==> src/rtl/interleaved_fifo_pkg.sv <==
// Shared definitions for the interleaved FIFO bank scheduler.
//  - Default configuration constants used as parameter defaults by the top.
//  - Width helpers: PW (pointer), BW (bank index), AW (per-bank address).
//  - bank_idx_t: bank index type for the default configuration.
//  - prio_e: which requester wins the next same-bank conflict.
package interleaved_fifo_pkg;

    localparam int DEF_FIFO_DEPTH = 256;
    localparam int DEF_NUM_BANKS  = 2;
    localparam int DEF_OBUF_DEPTH = 2;
    localparam int DEF_BW         = $clog2(DEF_NUM_BANKS);

    function automatic int calc_pw(input int depth);
        return $clog2(depth);
    endfunction

    function automatic int calc_bw(input int banks);
        return $clog2(banks);
    endfunction

    function automatic int calc_aw(input int depth, input int banks);
        return $clog2(depth) - $clog2(banks);
    endfunction

    typedef logic [DEF_BW-1:0] bank_idx_t;

    typedef enum logic {
        PRIO_READ  = 1'b0,
        PRIO_WRITE = 1'b1
    } prio_e;

endpackage

==> src/rtl/bank_conflict_arb.sv <==
// Two-requester toggle-priority arbiter for a single-port bank.
// Without a conflict both requests are granted (they target different banks).
// On a conflict the current priority holder wins and priority flips, so a
// sustained conflict alternates read and write grants.
// Ports:
//  clk, rst  clock and synchronous active-high reset (priority returns to READ)
//  req_rd    read wants to issue
//  req_wr    write wants to issue
//  conflict  both requests target the same bank this cycle
//  gnt_rd    read issues this cycle
//  gnt_wr    write issues this cycle
//  prio      arbiter state: requester that wins the next conflict
module bank_conflict_arb
    import interleaved_fifo_pkg::*;
(
    input  logic  clk,
    input  logic  rst,
    input  logic  req_rd,
    input  logic  req_wr,
    input  logic  conflict,
    output logic  gnt_rd,
    output logic  gnt_wr,
    output prio_e prio
);

    prio_e prio_next;

    always_ff @(posedge clk) begin
        if (rst) begin
            prio <= PRIO_READ;
        end else begin
            prio <= prio_next;
        end
    end

    always_comb begin
        prio_next = prio;
        gnt_rd    = req_rd;
        gnt_wr    = req_wr;
        if (conflict) begin
            gnt_rd    = req_rd && (prio == PRIO_READ);
            gnt_wr    = req_wr && (prio == PRIO_WRITE);
            prio_next = (prio == PRIO_READ) ? PRIO_WRITE : PRIO_READ;
        end
    end

endmodule

==> src/rtl/interleaved_fifo_bank_sched.sv <==
// Access scheduler for an interleaved synchronous FIFO built from NUM_BANKS
// single-port RAM banks. Entry i lives in bank i%NUM_BANKS, address
// i/NUM_BANKS. Issues per-bank write/read strobes, resolves same-bank
// conflicts through a toggle-priority arbiter, tracks occupancy, and meters
// reads with credits for an external output buffer.
// Ports:
//  clk, rst     clock, synchronous active-high reset
//  in_valid     producer offers a word (data is routed to all banks outside)
//  in_ready     write accepted this cycle when in_valid && in_ready
//  obuf_pop     output buffer released a slot; returns one read credit
//  bank_en      per-bank access strobe
//  bank_we      per-bank write enable (meaningful only with bank_en)
//  bank_addr    per-bank address, bank b at [b*AW +: AW]
//  rd_vld       registered: RAM read data valid this cycle
//  rd_bank      registered: bank whose read data is valid
//  cnt          entries held in the banks (output buffer excluded)
//  almost_full  cnt >= FIFO_DEPTH-1
//
// Handshake: a write transfers on a cycle where in_valid && in_ready are both
// high at the rising edge. in_ready is computed from internal state only and
// never looks at in_valid, so the producer may hold in_valid until accepted.
module interleaved_fifo_bank_sched
    import interleaved_fifo_pkg::*;
#(
    parameter  int FIFO_DEPTH = DEF_FIFO_DEPTH,
    parameter  int NUM_BANKS  = DEF_NUM_BANKS,
    parameter  int OBUF_DEPTH = DEF_OBUF_DEPTH,
    localparam int PW = calc_pw(FIFO_DEPTH),
    localparam int BW = calc_bw(NUM_BANKS),
    localparam int AW = calc_aw(FIFO_DEPTH, NUM_BANKS)
) (
    input  logic                  clk,
    input  logic                  rst,
    input  logic                  in_valid,
    output logic                  in_ready,
    input  logic                  obuf_pop,
    output logic [NUM_BANKS-1:0]  bank_en,
    output logic [NUM_BANKS-1:0]  bank_we,
    output logic [NUM_BANKS*AW-1:0] bank_addr,
    output logic                  rd_vld,
    output logic [BW-1:0]         rd_bank,
    output logic [PW:0]           cnt,
    output logic                  almost_full
);

    localparam int            CW        = $clog2(OBUF_DEPTH + 1);
    localparam logic [PW:0]   FULL_CNT  = (PW+1)'(FIFO_DEPTH);
    localparam logic [PW:0]   AF_CNT    = (PW+1)'(FIFO_DEPTH - 1);
    localparam logic [PW:0]   CNT_ONE   = (PW+1)'(1);
    localparam logic [PW-1:0] PTR_ONE   = PW'(1);
    localparam logic [CW-1:0] CRED_FULL = CW'(OBUF_DEPTH);
    localparam logic [CW-1:0] CRED_ONE  = CW'(1);

    logic [PW-1:0] wr_ptr;
    logic [PW-1:0] rd_ptr;
    logic [CW-1:0] credit;
    logic [PW:0]   cnt_next;
    logic [CW-1:0] credit_next;

    logic [BW-1:0] wr_bank_sel;
    logic [BW-1:0] rd_bank_sel;
    logic [AW-1:0] wr_addr;
    logic [AW-1:0] rd_addr;
    logic          same_bank;
    logic          rd_want;
    logic          wr_want;
    logic          conflict;
    logic          rd_fire;
    logic          wr_fire;
    prio_e         prio;

    assign wr_bank_sel = wr_ptr[BW-1:0];
    assign rd_bank_sel = rd_ptr[BW-1:0];
    assign wr_addr     = wr_ptr[PW-1:BW];
    assign rd_addr     = rd_ptr[PW-1:BW];
    assign same_bank   = (wr_bank_sel == rd_bank_sel);

    // Both wants are forced low during reset so no strobe leaves the block
    // and the arbiter sees no conflict.
    assign rd_want  = !rst && (cnt != '0) && (credit != '0);
    assign wr_want  = !rst && in_valid && (cnt != FULL_CNT);
    assign conflict = rd_want && wr_want && same_bank;

    // Would lose a same-bank conflict to a pending read: refuse up front so
    // in_ready stays independent of in_valid.
    assign in_ready    = !rst && (cnt != FULL_CNT) &&
                         !(rd_want && same_bank && (prio == PRIO_READ));
    assign almost_full = (cnt >= AF_CNT);

    bank_conflict_arb u_arb (
        .clk      (clk),
        .rst      (rst),
        .req_rd   (rd_want),
        .req_wr   (wr_want),
        .conflict (conflict),
        .gnt_rd   (rd_fire),
        .gnt_wr   (wr_fire),
        .prio     (prio)
    );

    always_comb begin
        bank_en   = '0;
        bank_we   = '0;
        bank_addr = '0;
        for (int b = 0; b < NUM_BANKS; b++) begin
            if (wr_fire && (wr_bank_sel == BW'(b))) begin
                bank_en[b]            = 1'b1;
                bank_we[b]            = 1'b1;
                bank_addr[b*AW +: AW] = wr_addr;
            end
            if (rd_fire && (rd_bank_sel == BW'(b))) begin
                bank_en[b]            = 1'b1;
                bank_addr[b*AW +: AW] = rd_addr;
            end
        end
    end

    always_comb begin
        case ({wr_fire, rd_fire})
            2'b10:   cnt_next = cnt + CNT_ONE;
            2'b01:   cnt_next = cnt - CNT_ONE;
            default: cnt_next = cnt;
        endcase
        case ({rd_fire, obuf_pop})
            2'b10:   credit_next = credit - CRED_ONE;
            2'b01:   credit_next = credit + CRED_ONE;
            default: credit_next = credit;
        endcase
    end

    always_ff @(posedge clk) begin
        if (rst) begin
            wr_ptr  <= '0;
            rd_ptr  <= '0;
            cnt     <= '0;
            credit  <= CRED_FULL;
            rd_vld  <= 1'b0;
            rd_bank <= '0;
        end else begin
            if (wr_fire) begin
                wr_ptr <= wr_ptr + PTR_ONE;
            end
            if (rd_fire) begin
                rd_ptr  <= rd_ptr + PTR_ONE;
                rd_bank <= rd_bank_sel;
            end
            cnt    <= cnt_next;
            credit <= credit_next;
            rd_vld <= rd_fire;
        end
    end

    // A pop with every credit already home means the output buffer released a
    // slot it never held.
    credit_overflow_a: assert property (@(posedge clk) disable iff (rst)
        !(obuf_pop && (credit == CRED_FULL)));

endmodule

==> config.mk <==
export PLATFORM = sky130hd
export DESIGN_NAME = interleaved_fifo_bank_sched
export DESIGN_NICKNAME = d
export VERILOG_FILES = /design/src/rtl/interleaved_fifo_pkg.sv /design/src/rtl/bank_conflict_arb.sv /design/src/rtl/interleaved_fifo_bank_sched.sv
export SDC_FILE = /design/constraint.sdc
export NUM_CORES = 1
export LEC_CHECK = 0
export BUFFER_PORTS_ARGS = -buffer_cell sky130_fd_sc_hd__buf_4
export CORE_ASPECT_RATIO = 1.5
export CORE_MARGIN = 5
export CORE_UTILIZATION = 37
export DETAILED_ROUTE_END_ITERATION = 7
export PLACE_DENSITY = 0.54
export SKIP_CTS_REPAIR_TIMING = 1
export SKIP_LAST_GASP = 1
export SYNTH_ARGS = -nofsm -noshare
export SYNTH_HDL_FRONTEND = slang
export SYNTH_SLANG_ARGS = --single-unit
==> constraint.sdc <==
create_clock -name clk -period 8.5 [get_ports clk]
set_input_delay 1.275 -clock clk [delete_from_list [all_inputs] [get_ports clk]]
set_output_delay 1.275 -clock clk [all_outputs]
set_load 0.02 [all_outputs]
==> impl_metrics.sql, run 1 <==
INSERT INTO impl_metrics (metric_group, metric, value, unit) VALUES
('synth', 'compound_gate_portion_of_the_synthesized_area', '23.84', '%'),
('pwr', 'worst_ir_drop_on_vdd', '0.1463', 'mV'),
('setup_path', 'worstSetupPathType', 'primary input to register', ''),
('setup_path', 'path_cells', 'buf_4, o21bai_1, a31oi_1, and2_4, ha_1, xor2_1, ha_1, or3_1, a21oi_1, nor3_1, o311ai_0, mux2_2', ''),
('hold_path', 'hold_path.class', 'register to register', ''),
('global_routing', 'grt_start_max_net_pins', '36', ''),
('timing', 'fin_hold_ws', '0.4935', 'ns'),
('route', 'residual_drc', '0', ''),
('synth', 'synth_area_leader_cell', 'dfxtp_1', ''),
('layout', 'syn_to_final_growth', '15.43', '%'),
('timing', 'report.final.hold_viol_count', '0', ''),
('synth', 'synthesis.instances', '254', ''),
('timing', 'period_minus_slack', '4.657', 'ns'),
('synth', 'synth_largest_type_area_fraction', '29.04', '%'),
('clock_tree', 'clk_path_buf_depth', '2', ''),
('layout', 'fin_util', '43.80', '%'),
('global_routing', 'grt.total_usage', '14.94', '%'),
('setup_path', 'regToRegEndpoint', 'cnt[8]', ''),
('synth', 'syn_warnings', '0', ''),
('timing', 'report.final.slew_viol_count', '0', ''),
('timing', 'fmax', '214.7', 'MHz'),
('floorplan', 'floorplan.die_area', '0.007216', 'mm^2'),
('route', 'detailroute.via_count', '1913', ''),
('timing', 'unrepaired_setup_endpoints_after_global_routing', 'no', ''),
('clock_tree', 'clockRootBuffer', 'clkbuf_8', ''),
('setup_path', 'critical_path_peak_fanout', '35', ''),
('setup_path', 'critical_path.slowest_cell', 'ha_1', ''),
('layout', 'nFillCells', '600', ''),
('hold_path', 'timing.hold.worst_endpoint', 'rd_bank', ''),
('hold_path', 'hp-start', 'rd_bank', ''),
('global_routing', 'grt_first_pass_wirelength', '8631', 'um'),
('clock_tree', 'tritoncts_num_sinks', '30', ''),
('layout', 'post_route_cells_drive_above_1_share', '20.79', '%'),
('timing', 'finalSetupViolCount', '0', ''),
('synth', 'yosys.area_share.adder', '3.630', '%'),
('synth', 'post_synth.cell_area_avg', '8.143', 'um^2'),
('synth', 'netlist-cell-type-count', '58', ''),
('clock_tree', 'cts_tree', 'done', ''),
('route', 'detail_route.wirelength', '5372', 'um'),
('place', 'port-buffer-count', '34', ''),
('floorplan', 'die_height', '101.6', 'um'),
('pwr', 'post-layout-total-power', '0.8681', 'mW'),
('place', 'dp_hpwl', '4056', 'um'),
('outcome', 'outcome', 'finished clean', ''),
('synth', 'xor_xnor_cell_area_share_of_the_yosys_netlist', '8.893', '%'),
('synth', 'mappedNetlistArea', '0.002068', 'mm^2'),
('synth', 'ys_async_sr_fraction', '0', '%'),
('global_routing', 'global_route.overflow_total', '0', ''),
('route', 'vias_per_cell', '5.481', ''),
('clock_tree', 'worst_skew_pair.late_latency', '0.28', 'ns'),
('synth', 'seq_area_frac_synth', '29.04', '%'),
('floorplan', 'pin_count', '35', ''),
('setup_path', 'end_kind', 'register', ''),
('synth', 'yosys-top-cells-count', '31 x nor2_1, 30 x dfxtp_1, 19 x a21oi_1', ''),
('setup_path', 'ff2ff_setup_slack', '4.23', 'ns'),
('floorplan', 'die_x', '71.05', 'um'),
('route', 'avgRoutedWirePerCell', '15.39', 'um'),
('route', 'firstDrtPassIters', '4', ''),
('clock_tree', 'numCtsBuffers', '5', ''),
('synth', 'synth-simple-area-share', '24.68', '%'),
('synth', 'post_synth_mux_area_share', '3.085', '%'),
('setup_path', 'worstPathRequired', '8.67', 'ns'),
('timing', 'min_period_over_period', '54.79', '%'),
('setup_path', 'cp-start-kind', 'primary input', ''),
('route', 'detail_route.iter0.violations', '76', ''),
('floorplan', 'num_rows', '33', ''),
('synth', 'synth_edf_count', '0', ''),
('setup_path', 'worstPathArrival', '4.83', 'ns'),
('layout', 'diodes', '0', ''),
('floorplan', 'coreArea', '0.005450', 'mm^2'),
('clock_tree', 'htreeDepth', '2', '');
-- per-stage QoR --
stage / std cells / setup slack, ns / instance area (um^2)
final: 349 / 3.843 / 2387
after global routing: 349 / 3.594 / 2387
after CTS: 349 / 3.836 / 2387
after detailed placement: 341 / 3.535 / 2296
after global placement: 341 / 3.634 / 2296
after floorplan: 254 / 4.026 / 2068
-- cell type report --
| type | count | area, um^2 | area share, % |
|---|---|---|---|
| clock inverters | 1 | 5.005 | 0.2096 |
| inverters | 7 | 26.28 | 1.101 |
| clock buffers | 7 | 86.33 | 3.616 |
| well taps | 70 | 87.58 | 3.669 |
| repair buffers | 34 | 255.2 | 10.69 |
| multi-input cells | 200 | 1326 | 55.56 |
| flip-flops and latches | 30 | 600.6 | 25.16 |
-- layout by cell type, fill, tap and decap left out, drive strengths merged, types with 2 or more instances in the layout --
cell type  netlist  routed
buf             11      34
nor2            31      31
dfxtp           30      30
a21oi           19      19
nand2           19      19
xor2            15      15
a22o            14      14
o21ai           11      11
nand3           10      10
inv              7       7
nor3             7       7
clkbuf           6       7
xnor2            6       6
ha               6       6
or3              5       5
nor2b            4       4
nand4            4       4
a31oi            4       4
mux2i            3       3
mux2             3       3
o211ai           3       3
or4              3       3
and3             3       3
and2             3       3
nor4             2       2
o21bai           2       2
nand3b           2       2
a311oi           2       2
-- kinds of logic after synthesis --
kind of cell    count (synthesis)
fa+ha+maj                       6
buf+inv                        24
xor+xnor                       21
compound gates                 68
mux                             6
flops                          30
simple gates                   99
-- worst max-delay path by stage --
stage | start | endpoint | cells past startpoint
3_3_place_gp | rst | cnt[8] | 12
3_5_place_dp | rst | cnt[8] | 12
6_report | rst | cnt[8] | 12
4_1_cts | rst | cnt[8] | 12
2_1_floorplan | rst | cnt[8] | 13
5_1_grt | rst | cnt[8] | 12
-- worst max-delay path, delay by kind of cell --
family,cells,cell delay (ns)
xor+xnor,1,0.14
compound gates,4,1.18
simple gates,3,0.73
fa+ha+maj,2,0.89
mux,1,0.38
buf+inv,1,0.23
-- power by group --
| part | switching [mW] | internal, mW |
|---|---|---|
| combinational | 0.304 | 0.209 |
| sequential | 0.0676 | 0.172 |
| clock | 0.0512 | 0.0652 |
| total | 0.422 | 0.446 |
-- layer usage --
metal | vias up | GRT usage (%) | wire length, um
met3 | 9 | 2.284 | 159
met1 | 907 | 14.77 | 2040
met2 | 34 | 30.31 | 3055
met4 | 0 | 5.789 | 117
li1 | 963 | - | -
met5 | - | 0 | 0
-- flip-flops by register name (all words and copies together) (netlist names) --
signal      count
cnt             9
credit          2
rd_bank         1
rd_ptr          8
rd_vld          1
u_arb.prio      1
wr_ptr          8
Note: power is estimated with default switching activity, not from simulation.
==> run 2: changes to the inputs <==
==> constraint.sdc (replaced) <==
create_clock -name clk -period 4.6 [get_ports clk]
set_input_delay 0.69 -clock clk [delete_from_list [all_inputs] [get_ports clk]]
set_output_delay 0.69 -clock clk [all_outputs]
set_load 0.02 [all_outputs]
==> impl_metrics.sql, run 2 (synthesis results as in run 1) <==
INSERT INTO impl_metrics (metric_group, metric, value, unit) VALUES
('clock_tree', 'cts_tree', 'done', ''),
('global_routing', 'grt_start_max_net_pins', '35', ''),
('timing', 'tightest_slew', '0.7425', 'ns'),
('clock_tree', 'numCtsBuffers', '5', ''),
('clock_tree', 'htreeDepth', '2', ''),
('pwr', 'switchingPower', '0.7913', 'mW'),
('timing', 'unrepaired_setup_endpoints_after_global_routing', 'no', ''),
('setup_path', 'cp-start-kind', 'register', ''),
('layout', 'diodes', '0', ''),
('timing', 'fmax', '271.7', 'MHz'),
('layout', 'syn_to_final_growth', '17.00', '%'),
('timing', 'finClkSkew', '0.006627', 'ns'),
('global_routing', 'met2_usage', '31.24', '%'),
('floorplan', 'num_rows', '33', ''),
('layout', 'post_route_cells_drive_above_1_share', '21.71', '%'),
('pwr', 'comb_power_share', '58.0', '%'),
('timing', 'timing.slew.headroom', '49.22', '%'),
('clock_tree', 'tritoncts_num_sinks', '30', ''),
('floorplan', 'floorplan.die_area', '0.007216', 'mm^2'),
('route', 'detail_route.iter0.violations', '69', ''),
('place', 'detailedPlace.worstSlack', '0.9070', 'ns'),
('place', 'port-buffer-count', '34', ''),
('setup_path', 'critical_path.slowest_cell', 'or4_4', ''),
('global_routing', 'grt.total_usage', '15.44', '%'),
('global_routing', 'gr-usage-met3', '2.185', '%'),
('setup_path', 'critical_path_peak_fanout', '14', ''),
('global_routing', 'gr-usage-met1', '15.59', '%'),
('pwr', 'power.density_cell_area', '685.8', 'mW/mm^2'),
('clock_tree', 'clk_path_buf_depth', '2', ''),
('pwr', 'seq_power_share', '26.5', '%'),
('route', 'detail_route.wirelength', '5325', 'um'),
('timing', 'fin_ws', '0.9194', 'ns'),
('clock_tree', 'clockRootBuffer', 'clkbuf_8', ''),
('timing', 'min_period_over_period', '80.01', '%'),
('route', 'avgRoutedWirePerCell', '15.17', 'um'),
('floorplan', 'pin_count', '35', ''),
('layout', 'mostFrequentLayoutCell', 'buf_4', ''),
('layout', 'final_area', '0.002420', 'mm^2'),
('place', 'post_dp_cell_area', '0.002311', 'mm^2'),
('setup_path', 'slowest_delay', '0.61', 'ns'),
('timing', 'period_minus_slack', '3.681', 'ns'),
('floorplan', 'start_util', '37.95', '%'),
('global_routing', 'first_global_vias', '1838', ''),
('layout', 'largest_reg_flops', '9', ''),
('place', 'dp_hpwl', '4075', 'um'),
('timing', 'tns', '0', 'ns'),
('setup_path', 'worstPathRequired', '4.76', 'ns'),
('setup_path', 'worstPathArrival', '3.84', 'ns'),
('timing', 'finalSetupViolCount', '0', ''),
('pwr', 'share_clk_of_total_power', '15.5', '%'),
('run', 'drv_cap', '0', ''),
('floorplan', 'die_x', '71.05', 'um'),
('setup_path', 'end_kind', 'register', ''),
('route', 'residual_drc', '0', ''),
('pwr', 'cellInternalPower', '0.8681', 'mW'),
('route', 'detailroute.via_count', '1892', ''),
('clock_tree', 'worst_skew_pair.late_latency', '0.28', 'ns'),
('global_routing', 'grt_first_pass_wirelength', '8811', 'um'),
('pwr', 'worst_ir_drop_on_vdd', '0.2735', 'mV'),
('timing', 'report.final.hold_viol_count', '0', ''),
('pwr', 'switching_share', '47.68', '%'),
('layout', 'regMostFlops', 'cnt', ''),
('timing', 'report.final.slew_viol_count', '0', ''),
('setup_path', 'path_buf_inv', '0', ''),
('floorplan', 'die_height', '101.6', 'um'),
('global_routing', 'antenna_found_initial', '0', ''),
('layout', 'finalNetCount', '290', ''),
('global_routing', 'global_route.peak_usage_layer', 'met2', ''),
('global_routing', 'global_route.overflow_total', '0', ''),
('floorplan', 'coreArea', '0.005450', 'mm^2'),
('pwr', 'power_leakage', '0.9743', 'nW'),
('hold_path', 'hold_path.class', 'register to register', ''),
('layout', 'layout.cells.most_common_list', '36 x buf_4, 31 x nor2_1, 30 x dfxtp_1', ''),
('setup_path', 'path_cells', 'or4_4, nor3_1, a31oi_2, nand2_2, ha_1, xor2_1, ha_1, or3_1, a21oi_1, nor3_1, o311ai_0, mux2_2', ''),
('route', 'ant_nets', '0', ''),
('outcome', 'outcome', 'finished clean', ''),
('setup_path', 'worstSetupPathType', 'register to register', ''),
('layout', 'biggestRegsByFlops', 'cnt (9), rd_ptr (8), wr_ptr (8)', ''),
('route', 'firstDrtPassIters', '4', ''),
('route', 'vias_per_cell', '5.390', ''),
('setup_path', 'path_delay_family', 'simple AND/OR/NAND/NOR gates', ''),
('place', 'gpl_wtd_cong', '0.8007', ''),
('clock_tree', 'cts.clk_slew.worst_paths', '0.07', 'ns');
## run 2: changes by cell type in the layout (fill, tap and decap cells not counted)
cell / delta
clkbuf_1: -1
bufinv_16: +1
clkbuf_8: -1
buf_4: +2
clkinv_2: +1
## run 2: metal layers
| layer | share of wire, % | vias up |
|---|---|---|
| li1 | - | 975 |
| met1 | 38 | 875 |
| met2 | 56 | 35 |
| met3 | 3.3 | 7 |
| met4 | 2.0 | 0 |
| met5 | 0 | - |
## run 2: power groups by stage
| stage | clock [mW] | combinational, mW | sequential (mW) |
|---|---|---|---|
| 2_1_floorplan | 0 | 0.781 | 0.412 |
| 3_3_place_gp | 0 | 0.965 | 0.446 |
| 3_5_place_dp | 0 | 0.966 | 0.446 |
| 4_1_cts | 0.265 | 0.972 | 0.440 |
| 5_1_grt | 0.273 | 1.07 | 0.457 |
| 6_report | 0.257 | 0.962 | 0.441 |
## run 2: final timing paths
path / from / to / slack (ns) / cells past startpoint
worst max-delay path: cnt[5] / cnt[8] / 0.92 / 12
worst min-delay path: rd_bank / rd_bank / 0.51 / 2
worst max register to register: cnt[5] / cnt[8] / 0.92 / 12
worst min register to register: rd_bank / rd_bank / 0.51 / 2
## run 2: metrics by stage
stage                     util, %  hold WS [ns]  cells  total power, mW
after global placement      42.40        0.4768    343            1.411
after CTS                   44.40        0.5179    351            1.677
final                       44.40        0.5121    351            1.659
after floorplan                 -        0.4763    254            1.193
after global routing        44.40        0.5597    351            1.797
after detailed placement    42.40        0.5014    343            1.412
## run 2: area by class of cell
cell class	count	area, um^2
inverters	7	26.28
well taps	70	87.58
clock buffers	5	68.82
multi-input cells	200	1326
flip-flops and latches	30	600.6
fillers	586	3030
repair buffers	36	270.3
clock inverters	3	40.04
## run 2: worst min-delay path: cells and delay by family (launching register included)
kind	cells	cell delay [ns]
AOI/OAI and AO/OA	1	0.06
DFF	1	0.34
and+or+nand+nor	1	0.07
==> run 3: changes to the inputs <==
--- a/config.mk
+++ b/config.mk
@@ -5,12 +5,13 @@
 export SDC_FILE = /design/constraint.sdc
 export NUM_CORES = 1
 export LEC_CHECK = 0
+export ABC_AREA = 1
 export BUFFER_PORTS_ARGS = -buffer_cell sky130_fd_sc_hd__buf_4
 export CORE_ASPECT_RATIO = 1.5
 export CORE_MARGIN = 5
 export CORE_UTILIZATION = 37
 export DETAILED_ROUTE_END_ITERATION = 7
-export PLACE_DENSITY = 0.54
+export PLACE_DENSITY = 0.56
 export SKIP_CTS_REPAIR_TIMING = 1
 export SKIP_LAST_GASP = 1
 export SYNTH_ARGS = -nofsm -noshare
==> constraint.sdc (replaced) <==
create_clock -name clk -period 3.15 [get_ports clk]
set_input_delay 0.4725 -clock clk [delete_from_list [all_inputs] [get_ports clk]]
set_output_delay 0.4725 -clock clk [all_outputs]
set_load 0.02 [all_outputs]
==> impl_metrics.sql, run 3 <==
INSERT INTO impl_metrics (metric_group, metric, value, unit) VALUES
('synth', 'synth-simple-area-share', '37.98', '%'),
('synth', 'mappedNetlistArea', '0.002155', 'mm^2'),
('pwr', 'comb_power_share', '57.6', '%'),
('place', 'place_inst', '430', ''),
('setup_path', 'path_delay_family', 'simple AND/OR/NAND/NOR gates', ''),
('synth', 'ys_ff_latch', '30', ''),
('global_routing', 'first_global_vias', '2125', ''),
('setup_path', 'slowest_delay', '0.52', 'ns'),
('layout', 'largest_reg_flops', '9', ''),
('layout', 'regMostFlops', 'cnt', ''),
('setup_path', 'cp-start-kind', 'register', ''),
('floorplan', 'die_x', '72.31', 'um'),
('global_routing', 'grt_start_max_net_pins', '24', ''),
('pwr', 'switchingPower', '1.041', 'mW'),
('run', 'drv_cap', '0', ''),
('floorplan', 'die_height', '103.5', 'um'),
('pwr', 'share_clk_of_total_power', '15.1', '%'),
('clock_tree', 'tritoncts_num_sinks', '30', ''),
('setup_path', 'crit_top_cell', 'nand2_1', ''),
('layout', 'finalNonFillerCells', '438', ''),
('layout', 'finalNetCount', '375', ''),
('synth', 'netlist-cell-type-count', '29', ''),
('setup_path', 'worstPathRequired', '3.31', 'ns'),
('timing', 'finClkSkew', '0.007225', 'ns'),
('setup_path', 'critical_path.slowest_cell', 'dfxtp_1', ''),
('timing', 'timing.slew.headroom', '77.13', '%'),
('clock_tree', 'worst_skew_pair.late_latency', '0.28', 'ns'),
('synth', 'combinational_family_with_the_most_area_after_synthesis', 'simple AND/OR/NAND/NOR gates', ''),
('synth', 'synth_area_leader_cell', 'dfxtp_1', ''),
('global_routing', 'antenna_found_initial', '0', ''),
('place', 'detailedPlace.worstSlack', '0.1126', 'ns'),
('clock_tree', 'cts_tree', 'done', ''),
('pwr', 'power.density_cell_area', '833.5', 'mW/mm^2'),
('setup_path', 'path_cells', 'xnor2_1, nand3_2, nor2_4, nand2_4, nand2_2, inv_1, ha_1, buf_4, nand2_1, nand2_1, a21oi_1, nand2_1, nand2_1, nand2_1, nand2_1, nand2_1, nand2_1, a21oi_2', ''),
('setup_path', 'reg2reg_from', 'wr_ptr[0]', ''),
('timing', 'fin_hold_ws', '0.4624', 'ns'),
('hold_path', 'hp-start', 'rd_bank', ''),
('setup_path', 'path_buf_inv', '2', ''),
('hold_path', 'timing.hold.worst_endpoint', 'rd_bank', ''),
('clock_tree', 'htreeDepth', '2', ''),
('synth', 'synth_edf_count', '0', ''),
('pwr', 'cellInternalPower', '1.104', 'mW'),
('synth', 'ys_async_sr_fraction', '0', '%'),
('clock_tree', 'numCtsBuffers', '5', ''),
('clock_tree', 'cts.clk_slew.worst_paths', '0.07', 'ns'),
('synth', 'compound_gate_portion_of_the_synthesized_area', '10.80', '%'),
('timing', 'report.final.slew_viol_count', '0', ''),
('layout', 'biggestRegsByFlops', 'cnt (9), rd_ptr (8), wr_ptr (8)', ''),
('floorplan', 'start_util', '37.52', '%'),
('outcome', 'outcome', 'finished clean', ''),
('synth', 'postSynthNetCount', '336', ''),
('timing', 'unrepaired_setup_endpoints_after_global_routing', 'no', ''),
('synth', 'synth-main-ff-cell', 'dfxtp_1', ''),
('layout', 'syn_to_final_growth', '19.45', '%'),
('route', 'detail_route.wirelength', '5602', 'um'),
('layout', 'diodes', '0', ''),
('floorplan', 'pin_count', '35', ''),
('layout', 'post_route_cells_drive_above_1_share', '22.68', '%'),
('pwr', 'switching_share', '48.53', '%'),
('place', 'gpl_wtd_cong', '0.9240', ''),
('synth', 'yosysMostFrequentCell', 'nand2_1', ''),
('setup_path', 'worstSetupPathType', 'register to register', ''),
('synth', 'yosys.area_share.adder', '3.484', '%'),
('route', 'detail_route.iter0.violations', '97', ''),
('synth', 'synth_largest_type_area_fraction', '27.87', '%'),
('clock_tree', 'clk_path_buf_depth', '2', ''),
('synth', 'xor_xnor_cell_area_share_of_the_yosys_netlist', '8.943', '%'),
('setup_path', 'worst_r2r_path_depth', '18', ''),
('pwr', 'power_leakage', '1.265', 'nW'),
('global_routing', 'global_route.overflow_total', '0', ''),
('route', 'firstDrtPassIters', '4', ''),
('layout', 'mostFrequentLayoutCell', 'nand2_1', ''),
('global_routing', 'grt_first_pass_wirelength', '9742', 'um'),
('pwr', 'worst_ir_drop_on_vdd', '0.4594', 'mV'),
('floorplan', 'coreArea', '0.005743', 'mm^2'),
('route', 'avgRoutedWirePerCell', '12.79', 'um'),
('hold_path', 'hold_path.class', 'register to register', ''),
('timing', 'fmax', '352.6', 'MHz'),
('setup_path', 'end_kind', 'register', ''),
('place', 'dp_hpwl', '4329', 'um'),
('timing', 'period_minus_slack', '2.836', 'ns'),
('place', 'port-buffer-count', '34', ''),
('synth', 'seq_area_frac_synth', '27.87', '%'),
('synth', 'post_synth_main_area_contributors', 'dfxtp_1 28%, nand2_1 16%, a21oi_1 6.5%', ''),
('route', 'residual_drc', '0', ''),
('clock_tree', 'clockRootBuffer', 'clkbuf_8', ''),
('route', 'ant_nets', '0', ''),
('hold_path', 'min_path_cells', '2', ''),
('floorplan', 'num_rows', '34', ''),
('timing', 'min_period_over_period', '90.04', '%'),
('timing', 'finalSetupViolCount', '0', ''),
('route', 'detailroute.via_count', '2120', ''),
('setup_path', 'regToRegEndpoint', 'cnt[8]', ''),
('synth', 'post_synth.cell_area_avg', '6.609', 'um^2'),
('setup_path', 'ff2ff_setup_slack', '0.31', 'ns'),
('pwr', 'seq_power_share', '27.3', '%'),
('synth', 'yosys-top-cells-count', '92 x nand2_1, 34 x inv_1, 30 x dfxtp_1', ''),
('synth', 'post_synth_mux_area_share', '0', '%'),
('global_routing', 'grt.total_usage', '16.39', '%'),
('setup_path', 'worstPathArrival', '3.00', 'ns'),
('timing', 'report.final.hold_viol_count', '0', ''),
('synth', 'syn_warnings', '0', ''),
('timing', 'tightest_slew', '0.3426', 'ns'),
('synth', 'synthesis.instances', '326', ''),
('timing', 'fin_ws', '0.3137', 'ns'),
('timing', 'tns', '0', 'ns'),
('route', 'vias_per_cell', '4.840', ''),
('layout', 'layout.cells.most_common_list', '92 x nand2_1, 41 x buf_4, 34 x inv_1', ''),
('floorplan', 'floorplan.die_area', '0.007481', 'mm^2'),
('setup_path', 'critical_path_peak_fanout', '11', '');
## run 3: cells by family after synthesis
kind of cell | after synthesis
AO/OA/AOI/OAI | 45
XOR/XNOR | 22
adder cells (fa/ha/maj) | 6
buffers and inverters | 51
flip-flops | 30
AND/OR/NAND/NOR | 172
## run 3: worst reg2reg max path, stage by stage, from the launching register on
cell and delay, ns:
dfxtp_1 0.52, xnor2_1 0.23, nand3_2 0.13, nor2_4 0.13, nand2_4 0.12, nand2_2 0.09, inv_1 0.06, ha_1 0.25
buf_4 0.20, nand2_1 0.08, nand2_1 0.13, a21oi_1 0.27, nand2_1 0.13, nand2_1 0.11, nand2_1 0.05, nand2_1 0.05
nand2_1 0.04, nand2_1 0.06, a21oi_2 0.06
## run 3: final cells by class
| type | count | area [um^2] |
|---|---|---|
| Fill cell | 619 | 3169 |
| Clock buffer | 7 | 86.33 |
| Inverter | 42 | 162.7 |
| Sequential cell | 30 | 603.1 |
| Tap cell | 72 | 90.09 |
| Clock inverter | 1 | 5.005 |
| Multi-Input combinational cell | 245 | 1319 |
| Timing Repair Buffer | 41 | 307.8 |
## run 3: layer usage
metal	track usage (%)	share of wire [%]	vias to the layer above
li1	-	-	1120
met1	17.87	40	935
met2	30.18	52	48
met3	3.095	4.7	17
met4	7.670	3.1	0
met5	0	0	-
## run 3: worst max path at each step
stage | slack (ns) | cells past startpoint | start | to
final | 0.31 | 18 | wr_ptr[0] | cnt[8]
after floorplan | 0.47 | 24 | cnt[5] | cnt[8]
after detailed placement | 0.11 | 19 | rst | cnt[8]
after CTS | 0.27 | 18 | wr_ptr[0] | cnt[8]
after global routing | 0.03 | 19 | wr_ptr[0] | cnt[8]
after global placement | 0.18 | 19 | rst | cnt[8]
## run 3: power groups by stage
| stage | sequential (mW) | combinational, mW | clock (mW) |
|---|---|---|---|
| after global routing | 0.602 | 1.40 | 0.349 |
| after global placement | 0.591 | 1.24 | 0 |
| after detailed placement | 0.592 | 1.24 | 0 |
| after floorplan | 0.643 | 0.828 | 0 |
| after CTS | 0.585 | 1.25 | 0.336 |
| final | 0.586 | 1.24 | 0.323 |
## run 3: metrics by stage
stage	power [mW]	util, %	cell area [um^2]
6_report	2.145	44.81	2574
2_1_floorplan	1.470	-	2155
4_1_cts	2.169	44.77	2571
5_1_grt	2.355	44.81	2574
3_3_place_gp	1.830	43.18	2480
3_5_place_dp	1.837	43.18	2480
